[src/rtl/usart_tx_arbiter.sv]
// ---------------------------------------------------------------------------
// usart_tx_arbiter
//
// Shares one USART transmitter between two byte-stream requesters. A
// requester is granted the transmitter for a whole message (ended by its
// last flag) or until BURST_MAX bytes have gone out, whichever is first.
// Each byte is written to UDR when UDRE is set; end of message is reported
// once TXC says the final frame has left the shift register.
//
// Ports
//   i_fosk        system clock, rising edge
//   i_rst         asynchronous reset, active high
//   i_TXEN        transmitter enable; low drops the grant
//   i_req[1:0]    requester n has a byte available
//   i_data0/1     requester byte {tx8, udr[7:0]}
//   i_last[1:0]   requester n's current byte ends its message
//   i_udre        UDR-empty flag from the transmitter
//   i_txc         transmit-complete pulse from the transmitter
//   o_grant[1:0]  one-hot current owner, 00 when idle
//   o_ack[1:0]    requester n's byte consumed (1 cycle)
//   o_done[1:0]   requester n's message fully on the line (1 cycle)
//   o_we_udr_tr   UDR write strobe
//   o_udr, o_tx8  byte and 9th bit presented to the transmitter
// ---------------------------------------------------------------------------
module usart_tx_arbiter #(
   parameter int BURST_MAX = 16
) (
   input  logic       i_fosk,
   input  logic       i_rst,
   input  logic       i_TXEN,
   input  logic [1:0] i_req,
   input  logic [8:0] i_data0,
   input  logic [8:0] i_data1,
   input  logic [1:0] i_last,
   input  logic       i_udre,
   input  logic       i_txc,
   output logic [1:0] o_grant,
   output logic [1:0] o_ack,
   output logic [1:0] o_done,
   output logic       o_we_udr_tr,
   output logic [7:0] o_udr,
   output logic       o_tx8
);

   localparam logic [2:0] IDLE  = 3'd0;
   localparam logic [2:0] SEND  = 3'd1;
   localparam logic [2:0] LOAD  = 3'd2;
   localparam logic [2:0] GAP   = 3'd3;
   localparam logic [2:0] DRAIN = 3'd4;

   localparam logic [8:0] BURST_LIM = 9'(BURST_MAX);

   logic [2:0] state;
   logic [2:0] state_nxt;
   logic       own;
   logic       prev_owner;
   logic [7:0] cnt;
   logic [9:0] hold;
   logic [1:0] done_q;

   logic [1:0] own_oh;
   logic       req_own;
   logic       last_own;
   logic [8:0] data_own;
   logic       pick_own;
   logic       burst_end;

   assign own_oh   = own ? 2'b10 : 2'b01;
   assign req_own  = own ? i_req[1]  : i_req[0];
   assign last_own = own ? i_last[1] : i_last[0];
   assign data_own = own ? i_data1   : i_data0;

   // On a tie the requester that did not own last time wins; with a single
   // requester it simply gets the grant.
   assign pick_own = (&i_req) ? ~prev_owner : i_req[1];

   // cnt holds the bytes already written in this grant, before the current one.
   assign burst_end = ({1'b0, cnt} + 9'd1) == BURST_LIM;

   always_comb begin
      state_nxt = state;
      case (state)
         IDLE:    if (i_TXEN && (|i_req)) state_nxt = SEND;
         SEND: begin
            if (!i_TXEN)                state_nxt = IDLE;
            else if (req_own && i_udre) state_nxt = LOAD;
         end
         LOAD: begin
            if (!i_TXEN)        state_nxt = IDLE;
            else if (hold[9])   state_nxt = DRAIN;
            else if (burst_end) state_nxt = IDLE;
            else                state_nxt = GAP;
         end
         // One dead cycle so the transmitter can drop UDRE after the write.
         GAP:     state_nxt = i_TXEN ? SEND : IDLE;
         DRAIN:   if (!i_TXEN || i_txc) state_nxt = IDLE;
         default: state_nxt = IDLE;
      endcase
   end

   always_ff @(posedge i_fosk or posedge i_rst) begin
      if (i_rst) begin
         state      <= IDLE;
         own        <= 1'b0;
         prev_owner <= 1'b1;
         cnt        <= 8'd0;
         hold       <= 10'd0;
         done_q     <= 2'b00;
      end else begin
         state  <= state_nxt;
         done_q <= 2'b00;
         case (state)
            IDLE: begin
               if (state_nxt == SEND) own <= pick_own;
            end
            SEND: begin
               if (state_nxt == LOAD) hold <= {last_own, data_own};
            end
            LOAD: begin
               cnt <= cnt + 8'd1;
               // Forced release: the owner steps aside without a done pulse.
               if (i_TXEN && !hold[9] && burst_end) prev_owner <= own;
            end
            DRAIN: begin
               if (i_TXEN && i_txc) begin
                  done_q     <= own_oh;
                  prev_owner <= own;
               end
            end
            default: ;
         endcase
         if (state_nxt == IDLE) cnt <= 8'd0;
      end
   end

   assign o_grant     = (state == IDLE) ? 2'b00 : own_oh;
   assign o_ack       = (state == LOAD) ? own_oh : 2'b00;
   assign o_we_udr_tr = (state == LOAD);
   assign o_udr       = hold[7:0];
   assign o_tx8       = hold[8];
   assign o_done      = done_q;

endmodule

[config.mk]
export PLATFORM = sky130hd
export DESIGN_NAME = usart_tx_arbiter
export DESIGN_NICKNAME = d
export VERILOG_FILES = /design/src/rtl/usart_tx_arbiter.sv
export SDC_FILE = /design/constraint.sdc
export NUM_CORES = 1
export LEC_CHECK = 0
export ABC_AREA = 1
export ABC_CLOCK_PERIOD_IN_PS = 1800
export CAP_MARGIN = 15
export CORE_UTILIZATION = 47
export DETAILED_ROUTE_END_ITERATION = 12
export PLACE_DENSITY = 0.78
export SYNTH_ARGS = -nofsm -noshare
export SYNTH_HDL_FRONTEND = slang
export SYNTH_SLANG_ARGS = --single-unit
[constraint.sdc]
create_clock -name i_fosk -period 1.8 [get_ports i_fosk]
set_input_delay 0.36 -clock i_fosk [delete_from_list [all_inputs] [get_ports i_fosk]]
set_output_delay 0.36 -clock i_fosk [all_outputs]
set_load 0.1 [all_outputs]
==> out/results.ini, run 1 <==
[floorplan]
num_rows=20
die_w_um=58.8
core_area_um2=3050
fp.dieArea_um2=3460
die_height_um=58.8
pin_count=43
initial_core_util_pct=49.6

[layout]
area_growth_pct=47.3
layout.nets=281
diodes=0
final_cell_mix=nand2_1 (64), clkdlybuf4s50_1 (26), inv_1 (25), dfrtp_1 (23)
mostFrequentLayoutCell=nand2_1
drive_gt1_share_pct=23.4
num-fill-cells=252

[worst_setup_path]
start_kind=register
critical_path_class=reg -> out
cp_data_required_time_ns=1.44
worstPathArrival_ns=1.38
cp_slowest_cell=dfrtp_1
cp_max_fo=12
cp-end-kind=output pin
max_stage_delay_ns=0.44
path_cells=inv_2 -> nand3_4 -> inv_6 -> buf_12

[power_and_ir_drop]
ir_worst_vdd_v=0.00108
p_leak_nw=1.05
cellPowerDensity_nw_per_um2=1510
fin_total_pwr_mw=3.38

[detailed_routing]
firstDrtPassIters=4
drt-initial-drc-count=45
drc_errors=0
drt-total-wl_mm=3.60
antenna_left=0
num_vias=1423
post_drt_wl_per_cell_um=12.1
viasPerCell=4.81

[sta]
fmax_mhz=575
finalSetupViolCount=0
worstMarginPinSlew_ns=0.326
max_slew_margin_pct=78.1
fin_ws_ns=0.0618
maxSlewViolCount=0
rsz0062_at_grt=true
finalCriticalPeriod_ns=1.74
fin_skew_ns=0.0194
timing.final.hold_violations=0
fin_crit_sh_pct=96.6

[clocking]
htreeDepth=1
clkLatencyLatePin_ns=0.33
cts_tree=done
clock_sinks=25
cts-root-buf=clkbuf_4
postCtsHoldBufs=0
cts_buffer_depth=2
clk_pin_slew_ns=0.15
cts_made_buffers=3

[yosys]
ys_types=25
synth_nets=237
ys_ff_latch=25
syn_area_um2=1520
yosysWarningCount=0
syn_avg_cell_area_um2=7.25
synthCells=209
yosysSeqAreaShare_pct=41.4

[placed_design]
numPortBuffers=42
pre_cts_slack_ns=-0.0172
place_hpwl_mm=2.72
gp_congestion=0.829

[min_path]
hold_path_class=in -> async

[status]
status=completed

[global_route]
grt_max_degree=26
grt_overflow=0
grt_pass1_vias=1301
grt.total_usage_pct=22.1
antenna_found_initial=0
grt_pass1_wl_mm=5.72

[run]
timing.max_cap.violations=0

[metal layers]
metal / GRT usage, % / vias up / routed length [um] / share of wire (%)
met5: 0 / - / 0 / 0
met4: 7.14 / 0 / 33 / 0.92
met3: 2.64 / 4 / 60 / 1.7
met2: 40.6 / 22 / 1930 / 54
met1: 26.8 / 662 / 1570 / 44
li1: - / 735 / - / -
[critical path: cells and delay by family (launching register included)]
family	cells	cell delay [ns]
buf+inv	3	0.46
flops	1	0.44
simple gates	1	0.16
[timing repair]
item                       4_1_cts  5_1_grt
pin swaps                        0        0
setup endpoints to repair        2       13
gates resized for setup          1       12
buffers inserted                 0        3
[synth_stat cells]
cell type  count  area share (%)
nand2_1       66              16
inv_1         25             6.2
dfrtp_1       24              40
nor2_1        21             5.2
a31oi_1       10             4.1
buf_4          9             4.5
nand3_1        8             2.6
o21ai_0        6             2.0
nor3_1         5             1.7
inv_2          4            0.99
nand3_2        4             2.6
nand4_1        4             1.7
nor2_2         4             1.7
buf_2          3            0.99
clkbuf_1       2            0.50
nand2_2        2            0.83
nor2_4         2             1.5
o21ai_1        2            0.66
xor2_1         2             1.2
clkinv_1       1            0.25
dfstp_2        1             1.7
ha_1           1            0.83
nand2_4        1            0.74
nand3_4        1             1.2
o211ai_1       1            0.50
[final cells by class]
type / count / area [um2] / share of cell area, %
Sequential cell: 25 / 628 / 28.1
Clock buffer: 3 / 22.5 / 1.01
Clock inverter: 1 / 7.51 / 0.336
Multi-Input combinational cell: 140 / 738 / 33.1
Timing Repair Buffer: 53 / 663 / 29.7
Inverter: 30 / 118 / 5.27
Tap cell: 44 / 55.1 / 2.47
[per-stage QoR]
stage / TNS, ns / area (um2) / std cells / util (%) / hold WS [ns]
after detailed placement: -0.0416 / 2130 / 289 / 69.8 / 0.468
after global placement: 0 / 2130 / 289 / 69.8 / 0.470
after floorplan: -0.379 / 1530 / 209 / - / 0.387
after CTS: 0 / 2160 / 293 / 70.8 / 0.382
after global routing: -0.0783 / 2230 / 296 / 73.1 / 0.412
final: 0 / 2230 / 296 / 73.1 / 0.373
[sequential cells by signal, summed over array words and instances (netlist names)]
signal      flops
own             1
hold           10
prev_owner      1
state           3
o_done          2
cnt             8
[path summary, 6_finish.rpt]
| path | startpoint | cells past startpoint | endpoint | slack (ns) |
|---|---|---|---|---|
| max | state[2]$_DFF_PP0_ | 4 | o_we_udr_tr | 0.06 |
| min | i_rst | 3 | hold[2]$_DFFE_PP0P_ | 0.37 |
| max reg2reg | cnt[1]$_DFFE_PP0P_ | 10 | cnt[3]$_DFFE_PP0P_ | 0.18 |
| min reg2reg | prev_owner$_DFFE_PP1P_ | 2 | prev_owner$_DFFE_PP1P_ | 0.49 |
| max in group asynchronous | i_rst | 3 | prev_owner$_DFFE_PP1P_ | 1.11 |
| min in group i_fosk | prev_owner$_DFFE_PP1P_ | 2 | prev_owner$_DFFE_PP1P_ | 0.49 |
[power by group]
group	switching [mW]	internal, mW
Sequential	0.173	0.722
Combinational	1.44	0.784
Clock	0.178	0.0850
[cell families after synthesis]
kind of cell	share of synthesized area [%]
AO/OA/AOI/OAI	7.27
XOR/XNOR	1.16
adder cells (fa/ha/maj)	0.826
buffers and inverters	13.4
flip-flops	41.4
AND/OR/NAND/NOR	36.0
Note: power is estimated with default switching activity, not from simulation.
==> run 2: changes to the inputs <==
--- a/config.mk
+++ b/config.mk
@@ -8,9 +8,11 @@
 export ABC_AREA = 1
 export ABC_CLOCK_PERIOD_IN_PS = 1800
 export CAP_MARGIN = 15
+export CORE_ASPECT_RATIO = 1.4
 export CORE_UTILIZATION = 47
 export DETAILED_ROUTE_END_ITERATION = 12
 export PLACE_DENSITY = 0.78
 export SYNTH_ARGS = -nofsm -noshare
 export SYNTH_HDL_FRONTEND = slang
 export SYNTH_SLANG_ARGS = --single-unit
+export TNS_END_PERCENT = 30
==> constraint.sdc (replaced) <==
create_clock -name i_fosk -period 1.8 [get_ports i_fosk]
set_input_delay 0.36 -clock i_fosk [delete_from_list [all_inputs] [get_ports i_fosk]]
set_output_delay 0.36 -clock i_fosk [all_outputs]
set_load 0.005 [all_outputs]
==> out/results.ini, run 2 (synthesized netlist as in run 1, its figures left out) <==
[global_route]
grt.total_usage_pct=22.1  ; about the same
grt_pass1_vias=1432  ; +10%
antenna_found_initial=0  ; unchanged
grt_overflow=0  ; unchanged
grt_pass1_wl_mm=5.95  ; +4.0%
grt_max_degree=26  ; unchanged

[placed_design]
place_hpwl_mm=2.66  ; -2.3%
placed_cell_area_um2=1950  ; -8.3%
post-place-cells=284  ; -1.7%
numPortBuffers=42  ; unchanged
gp_congestion=0.801  ; -3.4%

[detailed_routing]
post_drt_wl_per_cell_um=11.7  ; -3.5%
met2_length_mm=1.95  ; +0.98%
firstDrtPassIters=4  ; unchanged
wl_met1_mm=1.34  ; -15%
drt-total-wl_mm=3.41  ; -5.2%
num_vias=1430  ; +0.49%
drt-initial-drc-count=41  ; -8.9%
viasPerCell=4.91  ; +2.2%
wl_met3_um=95  ; +58%
antenna_left=0  ; unchanged
drc_errors=0  ; unchanged
top_layer=met4

[clocking]
clock_sinks=25  ; unchanged
cts_buffer_depth=2  ; unchanged
cts-root-buf=clkbuf_8
cts_tree=done
cts_made_buffers=3  ; unchanged
htreeDepth=1  ; unchanged
clk_pin_slew_ns=0.09  ; -0.06 ns
clkLatencyLatePin_ns=0.26  ; -0.07 ns

[layout]
largest_reg_flops=10  ; unchanged
reg_top3=hold: 10 flops, cnt: 8 flops, state: 3 flops
num-fill-cells=258  ; +2.4%
final_cell_mix=nand2_1 (65), clkdlybuf4s50_1 (37), inv_1 (24), dfrtp_1 (22), nor2_1 (20)
drive_gt1_share_pct=15.5  ; -7.9 points
area_growth_pct=34.7
fin_cells=291  ; -1.7%
design_area_um2=2040  ; -8.6%
mostFrequentLayoutCell=nand2_1
max_flop_register=hold
diodes=0  ; unchanged
layout.nets=281  ; unchanged

[floorplan]
die_height_um=69.2  ; +18%
initial_core_util_pct=49.0  ; -0.64 points
num_rows=24  ; +20%
core_area_um2=3090  ; +1.3%
die_w_um=50.0  ; -15%
fp.dieArea_um2=3460  ; about the same
pin_count=43  ; unchanged

[worst_setup_path]
cp-end-kind=output pin
cp_slowest_cell=dfrtp_1
max_stage_delay_ns=0.42  ; -0.02 ns
r2r_start=cnt[1]$_DFFE_PP0P_
regToRegSetupSlack_ns=0.17  ; about the same
critical_path_class=reg -> out
reg2reg_to=cnt[1]$_DFFE_PP0P_
critical_path_buf_inv_count=2  ; -1
worstPathArrival_ns=1.30  ; -0.08 ns
rr_worst_depth=11  ; +1
critPathLaunch=state[2]$_DFF_PP0_
cp_data_required_time_ns=1.44  ; about the same
path_delay_family=flip-flops
start_kind=register
cp_max_fo=5  ; -7
path_cells=inv_2 -> nand3_4 -> nor2_1 -> dlygate4sd2_1

[power_and_ir_drop]
p_leak_nw=1.01  ; -3.5%
cellPowerDensity_nw_per_um2=1000  ; -34%
ir_worst_vdd_v=0.000781  ; -28%

[sta]
finalCriticalPeriod_ns=1.66  ; -0.0735 ns
maxSlewViolCount=0  ; unchanged
max_slew_margin_pct=74.5  ; -3.6 points
timing.final.hold_violations=0  ; unchanged
finalSetupViolCount=0  ; unchanged
fin_skew_ns=0.00329  ; -0.0161 ns
fin_crit_sh_pct=92.5  ; -4.1 points
fmax_mhz=601  ; +4.4%
worstMarginPinSlew_ns=0.379  ; +0.0529 ns

[run]
timing.max_cap.violations=0  ; unchanged

[status]
status=completed

[min_path]
hold_path_class=in -> async

==> run 2: cell count changes in the layout (fill, tap and decap cells not counted), sizes merged <==
cell           before  now
clkinvlp            1    0
clkdlybuf4s50      26   37
buf                27   11
clkinv              1    2
dlygate4sd2         0    4
dlymetal6s2s        0    1
==> run 2: worst reg2reg max path, stage by stage, from the launching register on <==
cell      delay [ns]
dfrtp_2         0.44
ha_1            0.22
nand2_1         0.08
clkinv_1        0.09
nand3_1         0.07
nand2_1         0.09
nor2_4          0.13
nand3_2         0.10
nand2_4         0.09
nand3_4         0.10
nand2_1         0.08
inv_1           0.03
==> run 2: timing repair <==
action	CTS	global route
hold buffers	0	0
buffers inserted	0	3
resized for setup	7	5
setup endpoints to repair	5	11
cloned	0	0
pin swaps	1	0
==> run 2: layout make-up <==
class / instances / area (um2) / share of cell area [%]
multi-input cells: 140 / 703 / 34.5
flip-flops and latches: 25 / 629 / 30.8
repair buffers: 53 / 500 / 24.5
inverters: 30 / 113 / 5.52
well taps: 39 / 48.8 / 2.39
clock buffers: 3 / 41.3 / 2.02
clock inverters: 1 / 5.00 / 0.245
==> run 2: through the flow <==
step | worst slack, ns | hold slack (ns) | setup TNS [ns] | total power [mW] | util, %
floorplan | 0.281 | 0.387 | 0 | 1.38 | -
global placement | 0.0370 | 0.459 | 0 | 1.69 | 63.2
detailed placement | -0.00772 | 0.454 | -0.00772 | 1.72 | 63.2
CTS | -0.0990 | 0.451 | -0.0990 | 2.04 | 64.8
global route | -0.00686 | 0.474 | -0.00686 | 2.20 | 66.0
finish | 0.135 | 0.434 | 0 | 2.05 | 66.0
==> run 2: worst max-delay path by stage <==
stage / end / slack [ns] / depth (start not counted)
finish: o_ack[1] / 0.14 / 4
global route: cnt[1]$_DFFE_PP0P_ / -0.007 / 11
CTS: o_grant[0] / -0.1 / 5
detailed placement: hold[2]$_DFFE_PP0P_ / -0.008 / 7
global placement: cnt[5]$_DFFE_PP0P_ / 0.04 / 10
floorplan: cnt[4]$_DFFE_PP0P_ / 0.28 / 11
==> run 2: power by group <==
group | internal [mW] | switching (mW)
combinational | 0.457 | 0.426
sequential | 0.722 | 0.117
clock | 0.154 | 0.173
==> run 2: metal layers <==
metal,vias up,global-route usage (%)
li1,733,-
met1,664,23.7
met2,31,43.1
met3,2,2.85
met4,0,5.71
met5,-,0
